## config.mk

```make
export PLATFORM = sky130hd
export DESIGN_NAME = multicycle_controller_flat
export DESIGN_NICKNAME = d
export VERILOG_FILES = /design/src/rtl/multicycle_controller_pkg.sv /design/src/rtl/multicycle_controller_if.sv /design/src/rtl/multicycle_controller_mem_wait_timer.sv /design/src/rtl/multicycle_controller.sv /design/src/flat_wrapper.sv
export SDC_FILE = /design/constraint.sdc
export NUM_CORES = 1
export LEC_CHECK = 0
export ABC_CLOCK_PERIOD_IN_PS = 3600
export BUFFER_PORTS_ARGS = -buffer_cell sky130_fd_sc_hd__buf_2
export CAP_MARGIN = 30
export CORE_MARGIN = 2
export CORE_UTILIZATION = 25
export DETAILED_ROUTE_END_ITERATION = 8
export PLACE_DENSITY_LB_ADDON = 0.12
export SLEW_MARGIN = 20
export SYNTH_ARGS = -nofsm -noshare
export SYNTH_HDL_FRONTEND = slang
export SYNTH_HIERARCHICAL = 1
export SYNTH_SLANG_ARGS = --single-unit
```

## constraint.sdc

```tcl
create_clock -name clk -period 3.6 [get_ports clk]
set_input_delay 0.36 -clock clk [delete_from_list [all_inputs] [get_ports clk]]
set_output_delay 0.36 -clock clk [all_outputs]
set_load 0.03 [all_outputs]
```

## src/rtl/multicycle_controller_pkg.sv

```systemverilog
// Shared types and decode helpers for the multi-cycle CPU controller.
package cpu_ctrl_pkg;

  // Controller states; codes 6 and 7 are unused and recover to FETCH.
  typedef enum logic [2:0] {
    S_FETCH  = 3'd0,
    S_DECODE = 3'd1,
    S_EXEC   = 3'd2,
    S_MEM    = 3'd3,
    S_WB     = 3'd4,
    S_ERROR  = 3'd5
  } state_e;

  // Instruction opcodes (low four bits of the opcode field).
  localparam logic [3:0] OP_ADD  = 4'h0;
  localparam logic [3:0] OP_SUB  = 4'h1;
  localparam logic [3:0] OP_OR   = 4'h2;
  localparam logic [3:0] OP_AND  = 4'h3;
  localparam logic [3:0] OP_SHL  = 4'h4;
  localparam logic [3:0] OP_SHR  = 4'h5;
  localparam logic [3:0] OP_ROL  = 4'h6;
  localparam logic [3:0] OP_ROR  = 4'h7;
  localparam logic [3:0] OP_NOT  = 4'h8;
  localparam logic [3:0] OP_BEQ  = 4'h9;
  localparam logic [3:0] OP_BLT  = 4'hA;
  localparam logic [3:0] OP_BGT  = 4'hB;
  localparam logic [3:0] OP_LD   = 4'hC;
  localparam logic [3:0] OP_ST   = 4'hD;
  localparam logic [3:0] OP_JMP  = 4'hE;
  localparam logic [3:0] OP_ADDI = 4'hF;

  // ALU operations the controller issues on its own (address add, compare).
  localparam logic [3:0] ALU_ADD = 4'h0;
  localparam logic [3:0] ALU_SUB = 4'h1;

  // Register-register ALU ops: operand B from the register file.
  function automatic logic is_alu_rtype(input logic [3:0] op);
    return op inside {OP_ADD, OP_SUB, OP_OR, OP_AND};
  endfunction

  // Immediate / unary ALU ops: operand B from the immediate.
  function automatic logic is_alu_itype(input logic [3:0] op);
    return op inside {OP_SHL, OP_SHR, OP_ROL, OP_ROR, OP_NOT, OP_ADDI};
  endfunction

  function automatic logic is_branch(input logic [3:0] op);
    return op inside {OP_BEQ, OP_BLT, OP_BGT};
  endfunction

  // Arithmetic ops whose signed overflow can suppress write-back.
  function automatic logic is_ovf_op(input logic [3:0] op);
    return op inside {OP_ADD, OP_SUB, OP_ADDI};
  endfunction

endpackage

```

## src/rtl/multicycle_controller_if.sv

```systemverilog
// Control/status bundle between the controller (master) and datapath (slave).
interface multicycle_controller_if #(
  parameter int OPCODE_W = 4,
  parameter int ALU_OP_W = 4,
  parameter int CNT_W    = 16
);
  logic [OPCODE_W-1:0] opcode;
  logic                Zero;
  logic                Negative;
  logic                Overflow;
  logic                i_mem_ready;
  logic                d_mem_ready;
  logic                pc_load;
  logic                i_mem_oe;
  logic                ir_load;
  logic                rf_mux_sel;
  logic                rf_write_en;
  logic                alu_mux_sel;
  logic [ALU_OP_W-1:0] alu_opcode;
  logic                d_mem_rw_;
  logic                d_mem_cs;
  logic                data_out_mux;
  logic                branch;
  logic                jump;
  logic                ovf_trap;
  logic                mem_timeout_err;
  logic [CNT_W-1:0]    retire_count;
  logic [2:0]          state_o;

  modport master (
    input  opcode, Zero, Negative, Overflow, i_mem_ready, d_mem_ready,
    output pc_load, i_mem_oe, ir_load, rf_mux_sel, rf_write_en, alu_mux_sel,
           alu_opcode, d_mem_rw_, d_mem_cs, data_out_mux, branch, jump,
           ovf_trap, mem_timeout_err, retire_count, state_o
  );

  modport slave (
    output opcode, Zero, Negative, Overflow, i_mem_ready, d_mem_ready,
    input  pc_load, i_mem_oe, ir_load, rf_mux_sel, rf_write_en, alu_mux_sel,
           alu_opcode, d_mem_rw_, d_mem_cs, data_out_mux, branch, jump,
           ovf_trap, mem_timeout_err, retire_count, state_o
  );
endinterface

```

## src/rtl/multicycle_controller_mem_wait_timer.sv

```systemverilog
// Counts MEM-state cycles spent waiting on d_mem_ready; flags the last allowed one.
module mem_wait_timer #(
  parameter int MEM_TIMEOUT = 15
) (
  input  logic clk,
  input  logic rst,
  input  logic clear,
  input  logic enable,
  output logic timeout
);
  localparam logic [7:0] LAST = 8'(MEM_TIMEOUT - 1);

  logic [7:0] count;

  // Wait counter: cleared on entry to MEM, advances on each not-ready cycle.
  // NOTE: sequential state uses <= so every flop samples pre-edge values.
  always_ff @(posedge clk or negedge rst) begin
    if (!rst)        count <= '0;
    else if (clear)  count <= '0;
    else if (enable) count <= count + 8'd1;
  end

  // Only meaningful while waiting; the FSM gives d_mem_ready priority.
  assign timeout = enable && (count == LAST);
endmodule

```

## src/rtl/multicycle_controller.sv

```systemverilog
// Multi-cycle CPU controller: FETCH/DECODE/EXEC/MEM/WB with memory handshakes,
// data-memory timeout, optional overflow trap and retired-instruction counter.
module multicycle_controller
  import cpu_ctrl_pkg::*;
#(
  parameter int OPCODE_W    = 4,
  parameter int ALU_OP_W    = 4,
  parameter int MEM_TIMEOUT = 15,
  parameter int OVF_TRAP_EN = 0,
  parameter int CNT_W       = 16
) (
  input logic clk,
  input logic rst,
  multicycle_controller_if.master bus
);
  state_e           state;
  logic [3:0]       op;
  logic             legal;
  logic             is_ld;
  logic             is_st;
  logic             timeout;
  logic [CNT_W-1:0] retire_count;

  logic pc_load, i_mem_oe, ir_load, rf_mux_sel, rf_write_en, alu_mux_sel;
  logic d_mem_rw_, d_mem_cs, data_out_mux, branch, jump, ovf_trap;
  logic [ALU_OP_W-1:0] alu_opcode;

  assign op    = bus.opcode[3:0];
  assign legal = (bus.opcode >> 4) == OPCODE_W'(0);
  assign is_ld = (op == OP_LD);
  assign is_st = (op == OP_ST);

  mem_wait_timer #(.MEM_TIMEOUT(MEM_TIMEOUT)) u_timer (
    .clk     (clk),
    .rst     (rst),
    .clear   (state == S_EXEC),
    .enable  ((state == S_MEM) && !bus.d_mem_ready),
    .timeout (timeout)
  );

  // State sequencing; ERROR is left only through reset.
  always_ff @(posedge clk or negedge rst) begin
    if (!rst) begin
      state <= S_FETCH;
    end else begin
      case (state)
        S_FETCH:  if (bus.i_mem_ready) state <= S_DECODE;
        S_DECODE: state <= S_EXEC;
        S_EXEC: begin
          if (!legal)                                state <= S_FETCH;
          else if (is_alu_rtype(op) || is_alu_itype(op)) state <= S_WB;
          else if (is_ld || is_st)                   state <= S_MEM;
          else                                       state <= S_FETCH;
        end
        S_MEM: begin
          if (bus.d_mem_ready) state <= is_ld ? S_WB : S_FETCH;
          else if (timeout)    state <= S_ERROR;
        end
        S_WB:    state <= S_FETCH;
        S_ERROR: state <= S_ERROR;
        default: state <= S_FETCH;
      endcase
    end
  end

  // Datapath strobes from the current state and inputs; forced idle in reset.
  always_comb begin
    // NOTE: every output gets a default first so no path infers a latch.
    pc_load      = 1'b0;
    i_mem_oe     = 1'b0;
    ir_load      = 1'b0;
    rf_mux_sel   = 1'b1;
    rf_write_en  = 1'b0;
    alu_mux_sel  = 1'b0;
    alu_opcode   = '0;
    d_mem_rw_    = 1'b0;
    d_mem_cs     = 1'b0;
    data_out_mux = 1'b1;
    branch       = 1'b0;
    jump         = 1'b0;
    ovf_trap     = 1'b0;
    if (rst) begin
      case (state)
        S_FETCH: begin
          i_mem_oe = 1'b1;
          ir_load  = bus.i_mem_ready;
        end
        S_EXEC: begin
          if (!legal) begin
            pc_load = 1'b1;
          end else if (is_alu_rtype(op)) begin
            alu_opcode = ALU_OP_W'(op);
          end else if (is_alu_itype(op)) begin
            alu_opcode  = ALU_OP_W'(op);
            alu_mux_sel = 1'b1;
            rf_mux_sel  = 1'b0;
          end else if (is_branch(op)) begin
            alu_opcode   = ALU_OP_W'(ALU_SUB);
            data_out_mux = 1'b0;
            pc_load      = 1'b1;
            case (op)
              OP_BEQ:  branch = bus.Zero;
              OP_BLT:  branch = bus.Negative;
              default: branch = !bus.Zero && !bus.Negative;
            endcase
          end else if (op == OP_JMP) begin
            jump    = 1'b1;
            pc_load = 1'b1;
          end else begin
            alu_opcode  = ALU_OP_W'(ALU_ADD);
            alu_mux_sel = 1'b1;
          end
        end
        S_MEM: begin
          d_mem_cs    = 1'b1;
          alu_mux_sel = 1'b1;
          d_mem_rw_   = is_ld;
          pc_load     = bus.d_mem_ready && is_st;
        end
        S_WB: begin
          rf_write_en = 1'b1;
          pc_load     = 1'b1;
          if (is_ld) begin
            rf_mux_sel   = 1'b0;
            data_out_mux = 1'b0;
          end else begin
            alu_opcode  = ALU_OP_W'(op);
            alu_mux_sel = is_alu_itype(op);
            rf_mux_sel  = is_alu_rtype(op);
          end
          if ((OVF_TRAP_EN != 0) && bus.Overflow && is_ovf_op(op)) begin
            rf_write_en = 1'b0;
            ovf_trap    = 1'b1;
          end
        end
        default: ;
      endcase
    end
  end

  // Retired-instruction counter, one step per PC update, wrapping.
  always_ff @(posedge clk or negedge rst) begin
    if (!rst)         retire_count <= '0;
    else if (pc_load) retire_count <= retire_count + CNT_W'(1);
  end

  assign bus.pc_load         = pc_load;
  assign bus.i_mem_oe        = i_mem_oe;
  assign bus.ir_load         = ir_load;
  assign bus.rf_mux_sel      = rf_mux_sel;
  assign bus.rf_write_en     = rf_write_en;
  assign bus.alu_mux_sel     = alu_mux_sel;
  assign bus.alu_opcode      = alu_opcode;
  assign bus.d_mem_rw_       = d_mem_rw_;
  assign bus.d_mem_cs        = d_mem_cs;
  assign bus.data_out_mux    = data_out_mux;
  assign bus.branch          = branch;
  assign bus.jump            = jump;
  assign bus.ovf_trap        = ovf_trap;
  assign bus.mem_timeout_err = (state == S_ERROR);
  assign bus.retire_count    = retire_count;
  assign bus.state_o         = state;
endmodule

```

## src/flat_wrapper.sv

```systemverilog
// flat-port wrapper written by rule: the top's interface ports become plain ports
module multicycle_controller_flat import cpu_ctrl_pkg::*;
#(
  parameter int OPCODE_W    = 4,
  parameter int ALU_OP_W    = 4,
  parameter int MEM_TIMEOUT = 15,
  parameter int OVF_TRAP_EN = 0,
  parameter int CNT_W       = 16
)
  (clk, rst, bus_opcode, bus_Zero, bus_Negative, bus_Overflow, bus_i_mem_ready, bus_d_mem_ready, bus_pc_load, bus_i_mem_oe, bus_ir_load, bus_rf_mux_sel, bus_rf_write_en, bus_alu_mux_sel, bus_alu_opcode, bus_d_mem_rw_, bus_d_mem_cs, bus_data_out_mux, bus_branch, bus_jump, bus_ovf_trap, bus_mem_timeout_err, bus_retire_count, bus_state_o);
  multicycle_controller_if #(.OPCODE_W(OPCODE_W), .ALU_OP_W(ALU_OP_W), .CNT_W(CNT_W)) bus_i ();
  input logic clk;
  input logic rst;
  input wire logic [$bits(bus_i.opcode)-1:0] bus_opcode;
  input wire logic [$bits(bus_i.Zero)-1:0] bus_Zero;
  input wire logic [$bits(bus_i.Negative)-1:0] bus_Negative;
  input wire logic [$bits(bus_i.Overflow)-1:0] bus_Overflow;
  input wire logic [$bits(bus_i.i_mem_ready)-1:0] bus_i_mem_ready;
  input wire logic [$bits(bus_i.d_mem_ready)-1:0] bus_d_mem_ready;
  output wire logic [$bits(bus_i.pc_load)-1:0] bus_pc_load;
  output wire logic [$bits(bus_i.i_mem_oe)-1:0] bus_i_mem_oe;
  output wire logic [$bits(bus_i.ir_load)-1:0] bus_ir_load;
  output wire logic [$bits(bus_i.rf_mux_sel)-1:0] bus_rf_mux_sel;
  output wire logic [$bits(bus_i.rf_write_en)-1:0] bus_rf_write_en;
  output wire logic [$bits(bus_i.alu_mux_sel)-1:0] bus_alu_mux_sel;
  output wire logic [$bits(bus_i.alu_opcode)-1:0] bus_alu_opcode;
  output wire logic [$bits(bus_i.d_mem_rw_)-1:0] bus_d_mem_rw_;
  output wire logic [$bits(bus_i.d_mem_cs)-1:0] bus_d_mem_cs;
  output wire logic [$bits(bus_i.data_out_mux)-1:0] bus_data_out_mux;
  output wire logic [$bits(bus_i.branch)-1:0] bus_branch;
  output wire logic [$bits(bus_i.jump)-1:0] bus_jump;
  output wire logic [$bits(bus_i.ovf_trap)-1:0] bus_ovf_trap;
  output wire logic [$bits(bus_i.mem_timeout_err)-1:0] bus_mem_timeout_err;
  output wire logic [$bits(bus_i.retire_count)-1:0] bus_retire_count;
  output wire logic [$bits(bus_i.state_o)-1:0] bus_state_o;
  assign bus_i.opcode = bus_opcode;
  assign bus_i.Zero = bus_Zero;
  assign bus_i.Negative = bus_Negative;
  assign bus_i.Overflow = bus_Overflow;
  assign bus_i.i_mem_ready = bus_i_mem_ready;
  assign bus_i.d_mem_ready = bus_d_mem_ready;
  assign bus_pc_load = bus_i.pc_load;
  assign bus_i_mem_oe = bus_i.i_mem_oe;
  assign bus_ir_load = bus_i.ir_load;
  assign bus_rf_mux_sel = bus_i.rf_mux_sel;
  assign bus_rf_write_en = bus_i.rf_write_en;
  assign bus_alu_mux_sel = bus_i.alu_mux_sel;
  assign bus_alu_opcode = bus_i.alu_opcode;
  assign bus_d_mem_rw_ = bus_i.d_mem_rw_;
  assign bus_d_mem_cs = bus_i.d_mem_cs;
  assign bus_data_out_mux = bus_i.data_out_mux;
  assign bus_branch = bus_i.branch;
  assign bus_jump = bus_i.jump;
  assign bus_ovf_trap = bus_i.ovf_trap;
  assign bus_mem_timeout_err = bus_i.mem_timeout_err;
  assign bus_retire_count = bus_i.retire_count;
  assign bus_state_o = bus_i.state_o;
  multicycle_controller #(.OPCODE_W(OPCODE_W), .ALU_OP_W(ALU_OP_W), .MEM_TIMEOUT(MEM_TIMEOUT), .OVF_TRAP_EN(OVF_TRAP_EN), .CNT_W(CNT_W)) u_core (.clk(clk), .rst(rst), .bus(bus_i));
endmodule
```

[After elaboration in Yosys (flattened, before gate mapping)]
Index checks and enable logic that the tools add are counted.
Operators by class
  mux-type cells: 60
  reduce and logical (&&, ||, !) cells: 16
  equal/unequal tests: 23
  add/subtract/negate cells: 2
Operators with widths (number)
  1-bit two-way mux: 41
  4-bit == test, second input constant: 8
  16-bit by 1-bit adder with 16-bit output, second input constant: 1
  4-bit by 3-bit == test with 1-bit output, second input constant: 4
  4-bit two-way mux: 4
  8-bit two-way mux: 2
  3-bit two-way mux: 5
  3-bit one-hot mux with 5 select lines: 1
  8-bit by 1-bit adder with 8-bit output, second input constant: 1
  4-bit by 2-bit == test with 1-bit output, second input constant: 2
  8-bit by 4-bit == test with 1-bit output, second input constant: 1
  4-bit one-hot mux with 2 select lines: 1
  3-bit by 2-bit == test with 1-bit output, second input constant: 2
  3-bit == test, second input constant: 2
  1-bit one-hot mux with 2 select lines: 3
  1-bit one-hot mux with 3 select lines: 2
  6-bit nonzero test: 1
  4-bit by 1-bit == test with 1-bit output, second input constant: 1
  1-bit logical AND: 4
  4-bit zero test: 1
  4-bit nonzero test: 1
  3-bit by 1-bit == test with 1-bit output, second input constant: 1
  1-bit zero test: 3
  3-bit zero test: 1
  7 further kinds: 8
Word-level totals
  bits of input ports: 11
  flip-flop bits (word level): 27

[Depth between registers and ports, before layout]
Gate-level depths: netlist (run 1).
  depth after elaboration: 8
  mapped depth: 9
  mapped depth without buffers: 7

[Cells and area by module]
Netlist (run 1), hierarchy kept.
Modules (own cells, without submodules)
  multicycle_controller: seq. area each 475.5 sq um, area an instance 1331.3 sq um, cells each 157, instances 1
  mem_wait_timer: seq. area each 200.2 sq um, area an instance 410.4 sq um, cells each 41, instances 1

[Worst setup path after synthesis (run 1)]
No wires, ideal clock.
  path kind: reg-to-output
  from: register u_core.state[2] (netlist: u_core/bus.state_o[2])
  to: output bus_branch
  path slack: 1074 ps
  cell stages (with the launch flop): 6
  data arrival time: 2166 ps
  path through: dfrtp_1 > nand2b_1 > nand2b_1 > inv_1 > o21ai_0 > nor4_1
On the way
  cells in the longest elaborated chain, start to end: 3
RTL lines
  start: declaration: RTL line multicycle_controller.sv:16  | state_e state;
  start signal: assignment: RTL line multicycle_controller.sv:56  | if (bus.d_mem_ready) state <= is_ld ? S_WB : S_FETCH;
  3-bit by 2-bit == test with 1-bit output: RTL line multicycle_controller.sv:83  | case (state)
  1-bit two-way mux: RTL line multicycle_controller.sv:83
  1-bit two-way mux: RTL line multicycle_controller.sv:82  | if (rst) begin
  end: declaration: RTL line flat_wrapper.sv:30  | output wire logic [$bits(bus_i.branch)-1:0] bus_branch;
Every way passes these cells.

[Final worst setup path (run 1)]
  from: register u_core.state[2] (netlist: u_core/bus.state_o[2])
  to: output bus_data_out_mux
On the way
  cells in the longest elaborated chain, start to end: 3
  elaborated cells between the ends (all ways): 4
RTL lines
  3-bit == test or 3-bit by 2-bit == test with 1-bit output (tied branches): RTL line multicycle_controller.sv:83
  1-bit one-hot mux with 2 select lines *: RTL line multicycle_controller.sv:83
  1-bit two-way mux *: RTL line multicycle_controller.sv:82
  end: declaration: RTL line flat_wrapper.sv:29  | output wire logic [$bits(bus_i.data_out_mux)-1:0] bus_data_out_mux;
Every way passes the cells marked *; elsewhere a longest branch is shown, timed or not.

==> key figures, run 1 <==
Final layout
  – Area grow syn2layout: 17.46%
  – Share of layout cells above drive strength 1: 0.2436
  – Final Core Density: 0.3028
  – Multi-input logic area: roughly 960 um2
  – Diodes inserted: 0
  – Finished Layout Cells: ~310
  – Nets@finish: 249
  – Fillers: approximately 740
  – Sequential cell area: 675.6 um2

Placement
  – Gp weighted congestion: around 0.72
  – Post-DP HPWL: 3034 um
  – IO buf count: 44
  – Placed cell count: 310

Critical path
  – Worst setup path start: u_core/bus.state_o[2]$_DFFE_PN0P_
  – Crit path to: bus_data_out_mux
  – Reg2Reg Depth: 8
  – Internal reg-to-reg setup slack: 1580 ps
  – Reg-to-reg startpoint: u_core/bus.state_o[2]$_DFFE_PN0P_
  – Worst endpoint required time: 3240 ps
  – Crit Reg-Reg Endpoint: u_core/bus.state_o[2]$_DFFE_PN0P_
  – Setup CP Type: flop to output pin
  – Setup crit start kind: flop
  – Worst Path Max Fanout: 13
  – CP Capture Type: output pin
  – Worst path arrival time: 2290 ps

Synthesis
  – Post-Syn Area: 0.001742 mm2
  – Synth top cells by count: 27 x dfrtp_1, 18 x nor2_1, 16 x xnor2_1
  – Synth async-reset ratio: 1.000
  – EDFF count, synth: 0
  – Avg Synthesized Cell Area: 8.796 um2
  – Syn. warnings: 6
  – Most common cell in the synthesized netlist: dfrtp_1
  – Predominant post-synthesis flop cell: dfrtp_1
  – Syn Nets: roughly 210
  – Sequential fraction of the synthesis area: 0.3879
  – Leading area contributor after synthesis: dfrtp_1
  – Number of library cell types mapped by synthesis: 42
  – Synth top area cells: dfrtp_1 39%, xnor2_1 8.0%, o2111ai_1 4.5%
  – Post-Syn Instances: 198
  – Synthesized flop and latch total: 27
  – Share of Yosys cell area claimed by the top area cell type: 0.3879

STA
  – Fmax achieved: 0.3779 GHz
  – Tmin final: 2646 ps
  – Setup TNS: 0 ps
  – Tightest Pin Transition: 569.3 ps
  – Final period util: 0.7350
  – RSZ-0062 raised after global routing: false
  – Slew headroom: 0.6205
  – Clock Skews: 6.143 ps
  – Final setup fails: 0
  – Slew Viols, Final: 0
  – Final Hold Vio Count: 0

Job
  – Max-cap violations: 0

Clock tree
  – H-tree level count: 1
  – Number of setup buffers added after CTS: 0
  – Clock transition at path regs: 100 ps
  – TritonCTS clock tree: yes
  – Max Buffers Root-to-Sink: 2
  – CTS buffer count: 3
  – Clk_lat worst skew: around 270 ps
  – Post-cts resize count: 0
  – Cts hold-fix bufs: 0
  – Clock Sinks: 27
  – Root Buffer: clkbuf_8

Status
  – Run status: complete, no violations

GRT
  – Largest net degree at the start of global routing: 23
  – Total Routing Usage GR: 0.1132
  – Initial antenna violation count: 0
  – Number of global-route vias before repair: 1354
  – GRT overflow: 0
  – Global-route wire length before repair: 6920 um

Routing
  – Avg WL per Cell: 13.30 um
  – 1st-iter DRT viols: 50
  – Post-DRT Antenna Nets: 0
  – Post-route DRC: 0
  – Wirelength, routed: 4177 um
  – First-pass iteration count of the detailed router: 5
  – Via-to-Cell Ratio: between 4 and 5
  – Via Count: between 1500 and 2000

Die
  – Overall die height: around 87 um
  – Die width: 87.47 um
  – Core ar.: slightly below 0.007 mm2
  – Full die area: 0.007650 mm2
  – Initial core utilization: 0.2578
  – Row count: 30
  – I/O Pins: 47

Power
  – Max IR drop VDD: 0.1173 mV
  – Pwr dens: between 200 and 300 mW/mm2
  – Tot Pwr: around 0.00053 W
  – P_leak: between 0.9 and 1 nW

Hold path
  – Min-delay worst type: primary input to asynchronous set/reset pin
-- worst max-delay path, stage by stage (launching register included) --
cell	delay (ps)
dfrtp_1	470
nand2b_1	300
nand2b_1	250
inv_1	330
o21ai_0	200
o21ai_0	180
nand3_1	90
buf_2	200
-- report_power, final --
part           internal (W)  switching, W  leakage (nW)   total, W
clock network     0.0000786     0.0000997        0.0217   0.000178
logic             0.0000126     0.0000283         0.602  0.0000408
registers          0.000304    0.00000191         0.362   0.000306
-- flip-flops by register name (all words and copies together) (netlist names) --
register	count
u_core/bus.retire_count	16
u_core/bus.state_o	3
u_core/u_timer/count	8
-- cell families (layout without fill, tap and decap cells) --
family | count (synthesis) | after routing | synth area share
AOI/OAI and AO/OA | 45 | 45 | 0.1717
adders and majority gates | 4 | 4 | 0.02730
buffers and inverters | 21 | 57 | 0.06322
xor gates and xnor gates | 19 | 19 | 0.09555
muxes | 3 | 3 | 0.01868
and+or+nand+nor | 78 | 78 | 0.2335
other | 1 | 1 | 0.002153
DFF | 27 | 27 | 0.3879
-- worst min-delay path by stage --
stage / startpoint / endpoint / slack, ps / cells after the start
after floorplan: rst / u_core/bus.retire_count[0]$_DFFE_PN0P_ / 60 / 0
after global placement: rst / u_core/u_timer/count[4]$_DFFE_PN0P_ / 330 / 1
after detailed placement: rst / u_core/u_timer/count[4]$_DFFE_PN0P_ / 330 / 1
after CTS: rst / u_core/bus.state_o[1]$_DFFE_PN0P_ / 20 / 1
after global routing: rst / u_core/bus.state_o[2]$_DFFE_PN0P_ / 20 / 1
final: rst / u_core/u_timer/count[4]$_DFFE_PN0P_ / 10 / 1
-- cell usage in the layout (no fill, tap or decap), drive strengths merged, types with 2 or more instances in the layout --
master   synthesis  layout
o22ai            3       3
buf              9      47
and3             7       7
and2             4       4
o21ai           19      19
clkbuf           6       3
ha               3       3
nor3             5       5
xor2             3       3
mux2             2       2
nor2b            5       5
xnor2           16      16
nand4            6       6
a22oi            2       2
nand3            8       8
nor2            18      18
dfrtp           27      27
nand2           13      13
a211oi           2       2
inv              6       6
a21oi            6       6
or3              4       4
nor4             2       2
nand2b           2       2
o2111ai          9       9
-- per-stage QoR --
stage	hold WS (ps)	setup WS (ps)	area, um2
detailed placement	334.0	1230	1997
finish	11.47	953.9	2046
CTS	18.96	906.6	2046
global placement	331.0	1231	1997
floorplan	64.41	1074	1742
global route	23.08	645.0	2046
-- layer usage --
metal	GRT usage	routed length, um	vias up
li1	-	-	775
met1	0.1604	2047	718
met2	0.1791	1976	30
met3	0.02275	126	4
met4	0.02098	27	0
met5	0	0	-
-- layout make-up --
class | count | share of cell area
Clock buffer | 3 | 0.02018
Sequential cell | 27 | 0.3303
Clock inverter | 1 | 0.003670
Timing Repair Buffer | 47 | 0.1187
Inverter | 6 | 0.01101
Tap cell | 80 | 0.04893
Multi-Input combinational cell | 150 | 0.4673
(Power assumes the default switching activity.)
==> run 2: changes to the inputs <==
--- a/config.mk
+++ b/config.mk
@@ -5,7 +5,7 @@
 export SDC_FILE = /design/constraint.sdc
 export NUM_CORES = 1
 export LEC_CHECK = 0
-export ABC_CLOCK_PERIOD_IN_PS = 3600
+export ABC_CLOCK_PERIOD_IN_PS = 2200
 export BUFFER_PORTS_ARGS = -buffer_cell sky130_fd_sc_hd__buf_2
 export CAP_MARGIN = 30
 export CORE_MARGIN = 2
==> constraint.sdc (replaced) <==
create_clock -name clk -period 2.2 [get_ports clk]
set_input_delay 0.22 -clock clk [delete_from_list [all_inputs] [get_ports clk]]
set_output_delay 0.22 -clock clk [all_outputs]
set_load 0.03 [all_outputs]
==> run 2 against run 1 <==
Net effect:
- sequential share of layout area shrank 1.6 points
- die area is the same
- non-clock buffer count grew 10
- cell count grew 3.2%
- first-iteration DRC count grew 74%
- critical path type unchanged
- largest power group unchanged
- highest routed layer unchanged
==> key figures, run 2 (same netlist as run 1, synthesis figures left out) <==
Final layout
  – Diodes inserted: 0 (unchanged)
  – Fillers: 739 (-0.27%)
  – Largest reg by FF count: u_core/bus.retire_count
  – Commonest non-fill, non-tap cell in the layout: buf_2
  – Area grow syn2layout: 23.49%
  – Sequential cell area: 676.9 um2 (+0.19%)
  – Max reg flops: 16 (unchanged)
  – Commonest cells after routing, fill and taps aside: 43 x buf_2, 26 x dfrtp_1, 18 x nor2_1, 16 x xnor2_1, 14 x o21ai_0
  – Multi-input logic area: 979.7 um2 (+2.5%)
  – Share of layout cells above drive strength 1: 0.3033 (+0.05969)
  – Nets@finish: 259 (+4.0%)
  – Final Core Density: 0.3183 (+0.01555)
  – Design Area, Final: 0.002151 mm2 (+5.1%)

Critical path
  – Setup CP Type: flop to output pin
  – Worst path arrival time: 1850 ps (-440 ps)
  – Worst Path Max Fanout: 6 (-7)
  – Internal reg-to-reg setup slack: 390 ps (-1190 ps)
  – Worst endpoint required time: 1980 ps (-1260 ps)
  – Setup crit start kind: flop
  – CP Capture Type: output pin

Die
  – Core ar.: 0.006756 mm2 (unchanged)
  – Full die area: 0.007650 mm2 (unchanged)
  – Initial core utilization: 0.2578 (unchanged)
  – Row count: 30 (unchanged)
  – Die width: 87.47 um (unchanged)
  – Overall die height: 87.47 um (unchanged)
  – I/O Pins: 47 (unchanged)

Clock tree
  – H-tree level count: 1 (unchanged)
  – Clk_lat worst skew: 280 ps (about the same)
  – Root Buffer: clkbuf_8
  – TritonCTS clock tree: yes
  – Max Buffers Root-to-Sink: 2 (unchanged)
  – CTS buffer count: 3 (unchanged)
  – Clock transition at path regs: 100 ps (about the same)
  – Clock Sinks: 27 (unchanged)

STA
  – Tmin final: 2068 ps
  – Slew Viols, Final: 0 (unchanged)
  – Final setup fails: 0 (unchanged)
  – Final Hold Vio Count: 0 (unchanged)
  – PnR worst setup slack: 131.5 ps (-822.4 ps)
  – Clock Skews: 6.181 ps (+0.03866 ps)
  – Hold Slack: 391.2 ps (+379.7 ps)
  – Fmax achieved: 0.4834 GHz
  – Final period util: 0.9402

Placement
  – Gp weighted congestion: 0.7270 (+0.58%)
  – Setup WS pre-CTS: 288.2 ps (-941.4 ps)
  – Post-DP HPWL: 3257 um (+7.3%)
  – Dpl cell area: 0.002067 mm2 (+3.5%)
  – IO buf count: 44 (unchanged)

Job
  – Max-cap violations: 0 (unchanged)

GRT
  – Number of global-route vias before repair: 1455 (+7.5%)
  – Largest net degree at the start of global routing: 18 (-22%)
  – Global-route wire length before repair: 7362 um (+6.4%)
  – Initial antenna violation count: 0 (unchanged)
  – Total Routing Usage GR: 0.1191 (+0.005931)
  – GRT overflow: 0 (unchanged)

Routing
  – Post-DRT Antenna Nets: 0 (unchanged)
  – Via-to-Cell Ratio: 4.877 (+0.28%)
  – Avg WL per Cell: 13.52 um (+1.7%)
  – First-pass iteration count of the detailed router: 4 (-1)
  – Wirelength, routed: 4382 um (+4.9%)
  – Post-route DRC: 0 (unchanged)
  – 1st-iter DRT viols: 87 (+74%)
  – Via Count: 1580 (+3.5%)

Status
  – Run status: complete, no violations

Power
  – Pwr dens: 405.1 mW/mm2 (+58%)
  – P_leak: 1.036 nW (+5.1%)
  – Max IR drop VDD: 0.1943 mV (+66%)

Hold path
  – Min-delay worst type: primary input to flop
## run 2: worst max-delay path, cell delays in order, from the launching register on
cell      delay (ps)
dfrtp_1          390
nand2b_2         250
nand2b_1         240
inv_2            110
o21ai_0          140
a221o_1          270
buf_2            170
## run 2: layout make-up
type,count,share of cell area
Multi-Input combinational cell,150,0.4555
Inverter,6,0.01047
Sequential cell,27,0.3147
Clock buffer,3,0.01920
Timing Repair Buffer,57,0.1501
Clock inverter,1,0.003490
Tap cell,80,0.04654
## run 2: power by group
group | leakage (nW) | switching, W | internal, W
sequential | 0.362 | 0.00000339 | 0.000498
combinational | 0.652 | 0.0000493 | 0.0000255
clock | 0.0217 | 0.000167 | 0.000129
## run 2: stage by stage
stage | cells | total power [W] | TNS, ps
6_report | 324 | 0.0008713 | 0
5_1_grt | 324 | 0.0009176 | -7.784
4_1_cts | 322 | 0.0008960 | 0
3_5_place_dp | 317 | 0.0005853 | 0
3_3_place_gp | 317 | 0.0005862 | 0
2_1_floorplan | 198 | 0.0005556 | 0
## run 2: routing by layer
metal | part of all wire | track usage | up-vias | wire [um]
li1 | - | - | 798 | -
met3 | 0.033 | 0.02275 | 2 | 145
met5 | 0 | 0 | - | 0
met4 | 0.0091 | 0.02937 | 0 | 40
met1 | 0.51 | 0.1687 | 750 | 2231
met2 | 0.45 | 0.1860 | 30 | 1964
## run 2: what timing repair did
item | 4_1_cts | 5_1_grt
hold buffers | 1 | 0
hold endpoints to repair | 27 | 0
endpoints found under the setup margin | 0 | 8
setup buffers | 0 | 2
gates resized for setup | 0 | 7
## run 2: final timing paths
kind	startpoint	end	cells after the start
max in group asynchronous	rst	u_core/bus.state_o[0]$_DFFE_PN0P_	3
hold reg to reg	u_core/bus.retire_count[15]$_DFFE_PN0P_	u_core/bus.retire_count[15]$_DFFE_PN0P_	1
hold / removal	bus_d_mem_ready	u_core/bus.state_o[0]$_DFFE_PN0P_	4
setup reg to reg	u_core/bus.state_o[0]$_DFFE_PN0P_	u_core/bus.retire_count[12]$_DFFE_PN0P_	7
min in group asynchronous	rst	u_core/u_timer/count[0]$_DFFE_PN0P_	3
setup / recovery	u_core/bus.state_o[2]$_DFFE_PN0P_	bus_rf_mux_sel	6
